--- config.mk ---
export PLATFORM = sky130hd
export DESIGN_NAME = spring_node
export DESIGN_NICKNAME = d
export VERILOG_FILES = /design/src/rtl/spring_node.sv
export SDC_FILE = /design/constraint.sdc
export NUM_CORES = 2
export LEC_CHECK = 0
export CAP_MARGIN = 0
export CORE_UTILIZATION = 28
export DETAILED_ROUTE_END_ITERATION = 7
export GPL_TIMING_DRIVEN = 0
export HOLD_SLACK_MARGIN = 0.12
export PLACE_DENSITY = 0.45
export SYNTH_ARGS = -nofsm -noshare
export SYNTH_HDL_FRONTEND = slang
export SYNTH_SLANG_ARGS = --single-unit
--- constraint.sdc ---
create_clock -name clk -period 35.6 [get_ports clk]
set_input_delay 7.12 -clock clk [delete_from_list [all_inputs] [get_ports clk]]
set_output_delay 7.12 -clock clk [all_outputs]
set_load 0.03 [all_outputs]
--- src/rtl/spring_node.sv ---
// rtl/spring_node.sv - position-Verlet mass-spring particle with N_NBR neighbour slots
// One start/done handshaked integration step: per-slot force accumulation, Verlet update, wall bounce.
module spring_node #(
    parameter int W          = 16,
    parameter int FRAC       = 4,
    parameter int N_NBR      = 3,
    parameter int MASS_SHIFT = 0,
    parameter int INIT_X     = 128,
    parameter int INIT_Y     = 128,
    parameter int REST       = 64,
    parameter int SPRING     = 8,
    parameter int DAMPING    = 4,
    parameter int POS_MAX    = 240
) (
    input  logic               clk,
    input  logic               reset,
    input  logic               start,
    input  logic [W-1:0]       ext_fx,
    input  logic [W-1:0]       ext_fy,
    input  logic [N_NBR*W-1:0] nbr_x,
    input  logic [N_NBR*W-1:0] nbr_y,
    input  logic [N_NBR*W-1:0] nbr_vx,
    input  logic [N_NBR*W-1:0] nbr_vy,
    input  logic [N_NBR-1:0]   nbr_en,
    output logic               busy,
    output logic               done,
    output logic [W-1:0]       x,
    output logic [W-1:0]       y,
    output logic [W-1:0]       vel_x,
    output logic [W-1:0]       vel_y
);
    localparam int W2 = 2 * W;
    localparam int KW = (N_NBR > 1) ? $clog2(N_NBR) : 1;
    localparam logic signed [W2-1:0] SAT_HI   = W2'((1 << (W - 1)) - 1);
    localparam logic signed [W2-1:0] SAT_LO   = ~SAT_HI;
    localparam logic signed [W2-1:0] REST_W   = W2'(REST);
    localparam logic signed [W2-1:0] SPRING_W = W2'(SPRING);
    localparam logic signed [W2-1:0] DAMP_W   = W2'(DAMPING);
    localparam logic signed [W2-1:0] PMAX_W   = W2'(POS_MAX);

    typedef enum logic [2:0] {S_IDLE, S_NBR, S_INTEG, S_BOUND, S_DONE} state_t;

    state_t             state_q, state_d;
    logic [KW-1:0]      k_q, k_d;
    logic [N_NBR-1:0]   en_q, en_d;
    logic [N_NBR*W-1:0] nx_q, nx_d, ny_q, ny_d, nvx_q, nvx_d, nvy_q, nvy_d;
    logic [W-1:0]       fx_q, fx_d, fy_q, fy_d;
    logic [W-1:0]       x_q, x_d, y_q, y_d, vx_q, vx_d, vy_q, vy_d, xo_q, xo_d, yo_q, yo_d;
    logic [W2-1:0]      xn_q, xn_d, yn_q, yn_d, vnx_q, vnx_d, vny_q, vny_d;

    function automatic logic signed [W2-1:0] sx(input logic [W-1:0] v);
        return {{W{v[W-1]}}, v};
    endfunction

    function automatic logic [W-1:0] sat(input logic signed [W2-1:0] v);
        if (v > SAT_HI)
            return SAT_HI[W-1:0];
        else if (v < SAT_LO)
            return SAT_LO[W-1:0];
        else
            return v[W-1:0];
    endfunction

    // Wall bounce halves and reflects velocity; x_old is rebuilt so the next step carries it.
    function automatic void bound_axis(input logic signed [W2-1:0] pn, input logic signed [W2-1:0] vn,
                                       output logic [W-1:0] p, output logic [W-1:0] v,
                                       output logic [W-1:0] po);
        logic signed [W2-1:0] pb;
        logic signed [W2-1:0] vb;
        if (pn[W2-1]) begin
            pb = '0;
            vb = -(vn >>> 1);
        end else if (pn > PMAX_W) begin
            pb = PMAX_W;
            vb = -(vn >>> 1);
        end else begin
            pb = pn;
            vb = vn;
        end
        p  = sat(pb);
        v  = sat(vb);
        po = sat(sx(p) - sx(v));
    endfunction

    logic [W-1:0]         nx_k, ny_k, nvx_k, nvy_k;
    logic signed [W2-1:0] dx, dy, adx, ady, sp, fs, fsx, fsy, pvx, pvy, accx, accy;
    int                   kb;

    always_comb begin
        kb    = int'(k_q) * W;
        nx_k  = nx_q[kb +: W];
        ny_k  = ny_q[kb +: W];
        nvx_k = nvx_q[kb +: W];
        nvy_k = nvy_q[kb +: W];
        dx    = sx(x_q) - sx(nx_k);
        dy    = sx(y_q) - sx(ny_k);
        adx   = dx[W2-1] ? -dx : dx;
        ady   = dy[W2-1] ? -dy : dy;
        sp    = SPRING_W * (adx + ady - REST_W);
        fs    = sp >>> FRAC;
        if (dx == '0)
            fsx = '0;
        else
            fsx = dx[W2-1] ? -fs : fs;
        if (dy == '0)
            fsy = '0;
        else
            fsy = dy[W2-1] ? -fs : fs;
        pvx  = DAMP_W * (sx(vx_q) - sx(nvx_k));
        pvy  = DAMP_W * (sx(vy_q) - sx(nvy_k));
        accx = sx(fx_q) - (fsx + (pvx >>> FRAC));
        accy = sx(fy_q) - (fsy + (pvy >>> FRAC));
    end

    always_comb begin
        state_d = state_q;
        k_d     = k_q;
        en_d    = en_q;
        nx_d    = nx_q;
        ny_d    = ny_q;
        nvx_d   = nvx_q;
        nvy_d   = nvy_q;
        fx_d    = fx_q;
        fy_d    = fy_q;
        x_d     = x_q;
        y_d     = y_q;
        vx_d    = vx_q;
        vy_d    = vy_q;
        xo_d    = xo_q;
        yo_d    = yo_q;
        xn_d    = xn_q;
        yn_d    = yn_q;
        vnx_d   = vnx_q;
        vny_d   = vny_q;
        case (state_q)
            S_IDLE: begin
                if (start) begin
                    en_d    = nbr_en;
                    nx_d    = nbr_x;
                    ny_d    = nbr_y;
                    nvx_d   = nbr_vx;
                    nvy_d   = nbr_vy;
                    fx_d    = ext_fx;
                    fy_d    = ext_fy;
                    k_d     = '0;
                    state_d = S_NBR;
                end
            end
            S_NBR: begin
                if (en_q[k_q]) begin
                    fx_d = sat(accx);
                    fy_d = sat(accy);
                end
                k_d = k_q + KW'(1);
                if (k_q == KW'(N_NBR - 1))
                    state_d = S_INTEG;
            end
            S_INTEG: begin
                xn_d    = sx(x_q) + sx(x_q) - sx(xo_q) + (sx(fx_q) >>> MASS_SHIFT);
                yn_d    = sx(y_q) + sx(y_q) - sx(yo_q) + (sx(fy_q) >>> MASS_SHIFT);
                vnx_d   = xn_d - sx(x_q);
                vny_d   = yn_d - sx(y_q);
                state_d = S_BOUND;
            end
            S_BOUND: begin
                bound_axis(xn_q, vnx_q, x_d, vx_d, xo_d);
                bound_axis(yn_q, vny_q, y_d, vy_d, yo_d);
                state_d = S_DONE;
            end
            S_DONE:  state_d = S_IDLE;
            default: state_d = S_IDLE;
        endcase
    end

    always_ff @(posedge clk) begin
        if (reset) begin
            state_q <= S_IDLE;
            k_q     <= '0;
            en_q    <= '0;
            nx_q    <= '0;
            ny_q    <= '0;
            nvx_q   <= '0;
            nvy_q   <= '0;
            fx_q    <= '0;
            fy_q    <= '0;
            x_q     <= W'(INIT_X);
            y_q     <= W'(INIT_Y);
            xo_q    <= W'(INIT_X);
            yo_q    <= W'(INIT_Y);
            vx_q    <= '0;
            vy_q    <= '0;
            xn_q    <= '0;
            yn_q    <= '0;
            vnx_q   <= '0;
            vny_q   <= '0;
        end else begin
            state_q <= state_d;
            k_q     <= k_d;
            en_q    <= en_d;
            nx_q    <= nx_d;
            ny_q    <= ny_d;
            nvx_q   <= nvx_d;
            nvy_q   <= nvy_d;
            fx_q    <= fx_d;
            fy_q    <= fy_d;
            x_q     <= x_d;
            y_q     <= y_d;
            xo_q    <= xo_d;
            yo_q    <= yo_d;
            vx_q    <= vx_d;
            vy_q    <= vy_d;
            xn_q    <= xn_d;
            yn_q    <= yn_d;
            vnx_q   <= vnx_d;
            vny_q   <= vny_d;
        end
    end

    assign busy  = (state_q == S_NBR) || (state_q == S_INTEG) || (state_q == S_BOUND);
    assign done  = (state_q == S_DONE);
    assign x     = x_q;
    assign y     = y_q;
    assign vel_x = vx_q;
    assign vel_y = vy_q;
endmodule

==> results.md <==
* Setup TNS at 0 ps
* Post-synthesis to final-layout area growth at 20.5%
* Post-CTS Resized at 0
* Root Driver: clkbuf_16
* PwrDens at approximately 120 nW/um^2
* Required @ worst endpoint at 36150 ps
* Worst r2r path cells at 45
* Status: finished clean
* Remaining Overflow, GRT at 0
* Distinct cells, synth at between 90 and 100
* Netlist Area Pre-Place at 34400 um^2
* Synth Instances at 4582
* H-tree lvl count at 2
* Final setup viols at 0
* CP Max Fanout at 10
* Max-slew headroom at the worst pin at under 10%
* Hold_sp: xn_q[13]$_SDFFE_PP0N_
* Mean Syn Cell Area at roughly 7.5 um^2
* Fill cells at between 10000 and 15000
* Worst-margin pin slew at 1390 ps
* Max cap viols at 0
* 1st-iter DRT viols at 2386
* Reg-to-reg startpoint: k_q[0]$_SDFFE_PP0P_
* CP max-delay cell: nor4_1
* Fmax at 65.6 MHz
* Worst setup path class: reg2reg
* VDD IR-drop max at 85.9 uV
* Skew-Pair Late Insertion Delay at about 670 ps
* TritonCTS Buffers at 52
* Ys async rst share at 0%
* Clock-pin slew on the worst setup and hold paths at ~60 ps
* First-pass GRT wire length at around 210000 um
* GRT Overall Usage at 22.7%
* Clock tree sinks at 406
* Post-DP Area at 39600 um^2
* Endpoints failing hold at 0
* Commonest non-fill, non-tap cells in the layout: 742 x nand2_1, 498 x a21oi_1, 407 x inv_1
* Row Count at 128
* Final-stage net count at 5597
* Port Buffers at 294
* Crit. End Element: flop
* Final Max Tran Viols at 0
* Vias per cell at 5.09
* DRC Markers at 0
* Core area at 122000 um^2
* Largest stage delay on the critical path at 990 ps
* Startpoint types: flop
* Post-DP HPWL at 123000 um
* Chip Width at between 300 and 400 um
* RSZ-0062 raised after global routing: false
* Final Total Pwr at 5.13 mW
* Post-synth top flop: dfxtp_1
* IO Pins at 296
* CP Data Arrival Time at roughly 16000 ps
* Avg WL per Cell at 22.0 um
* Cts hold-fix bufs at 0
* Warnings, synthesis at 0
* Worst path most repeated cell: clkbuf_1
* Critical Path Source: k_q[0]$_SDFFE_PP0P_
* Non-Filler Instances at about 6600
* Register bit total from synthesis at 406
* Post-CTS setup buffer count at 0
* Cell total after placement at 6541
* Hold WC Path Type: reg2reg
* Vias at 33804
* Initial Utilization at ~28%
* Largest net degree at the start of global routing at 20
* Ratio of cells with drive above 1 in the final layout at 3.47%
* Min Tclk post-route at roughly 15000 ps
* Sequential share of the synthesized area at 23.6%
* Die area at roughly 120000 um^2
* DRT antenna net count at 0
* Commonest non-fill, non-tap cell in the layout: nand2_1
* Leakage Power at around 17 nW
* Vias in the first global route at 31611
* Hold slack at 451 ps
* Final Instance Area at 41400 um^2
* CTS max path bufs at 3
* Initial antenna violation count at 8
* DR pass1 iterations at 7
* Routed wire length at 146000 um
* Die Height at 352 um
* Number of synthesized flops with an enable pin at 0
* TritonCTS clock tree: built
* Tcrit/Tclk final at between 40% and 50%
* Gpl congestion at about 0.94
* Final Skew at 56.2 ps
* Hold depth at 2
## where the power goes
part / internal, mW / total [mW] / switching (mW)
registers: 0.482 / 0.499 / 0.0168
logic: 1.59 / 4.05 / 2.46
clock network: 0.348 / 0.581 / 0.233
total: 2.42 / 5.13 / 2.71
## critical path: cells and delay by family (launching register included)
| family | cells | cell delay, ps |
|---|---|---|
| XOR/XNOR | 4 | 880 |
| adder cells (fa/ha/maj) | 6 | 2260 |
| flip-flops | 1 | 310 |
| AO/OA/AOI/OAI | 17 | 4590 |
| multiplexers | 1 | 280 |
| buffers and inverters | 8 | 3790 |
| AND/OR/NAND/NOR | 9 | 2930 |
## state kept, by name (all words and copies together), names as in the netlist, 19 cells and up
name	count
nvx_q	48
nvy_q	48
nx_q	48
ny_q	48
vnx_q	20
vny_q	20
xn_q	19
yn_q	19
## area by class of cell
cell class                      count  area (um^2)  area share [%]
Inverter                          410         1540            3.71
Buffer                            224          903            2.18
Sequential cell                   406         8130            19.6
Timing Repair Buffer              298         2980            7.19
Clock buffer                       72         1470            3.54
Antenna cell                        2         5.00          0.0121
Multi-Input combinational cell   3578        24000            57.9
Tap cell                         1625         2030            4.91
Clock inverter                     23          399           0.963
## kinds of logic (layout without fill, tap and decap cells)
group | after synthesis | in the layout | share of synthesized area (%)
AND/OR/NAND/NOR | 1511 | 1511 | 19.4
AO/OA/AOI/OAI | 1275 | 1275 | 23.6
buffers and inverters | 634 | 1027 | 7.10
adder cells (fa/ha/maj) | 427 | 427 | 17.6
flip-flops | 406 | 406 | 23.6
XOR/XNOR | 252 | 252 | 6.44
multiplexers | 75 | 75 | 2.20
other | 2 | 40 | 0.0218
## synth_stat cells (39+ instances only)
cell	count	share of area (%)
fa_1	103	6.0
o21a_1	52	1.1
nand3_1	63	0.92
a211oi_1	73	1.6
xor2_1	85	2.2
a21o_1	73	1.6
mux2i_1	71	2.1
ha_1	294	11
a21oi_1	498	7.2
inv_1	409	4.5
nand2_1	742	8.1
nor2_1	342	3.7
xnor2_1	166	4.2
clkbuf_1	203	2.2
nor3_1	100	1.5
o21ai_0	191	2.8
a31oi_1	64	1.2
nand2b_1	39	0.71
dfxtp_1	406	24
o22ai_1	50	0.91
## routing by layer
metal  vias to the layer above  routed length (um)  track usage, %
met2                       958               63100            35.1
met5                         -                  17               0
met3                       132                9020            3.63
met4                         2                2670            4.67
li1                      16603                   -               -
met1                     16109               71100            32.9
## per-stage QoR
step                setup WS, ps  util (%)
finish                     20360      34.0
global route               19520      34.0
CTS                        20520      34.0
detailed placement         20640      32.5
global placement           20840      32.4
floorplan                  24340         -
## path summary, 6_finish.rpt
check	to	slack (ps)
hold / removal	xn_q[13]$_SDFFE_PP0N_	450
hold reg to reg	xn_q[13]$_SDFFE_PP0N_	450
setup / recovery	fx_q[13]$_SDFFE_PP0P_	20360
setup reg to reg	fx_q[13]$_SDFFE_PP0P_	20360
Note: power is estimated with default switching activity, not from simulation.
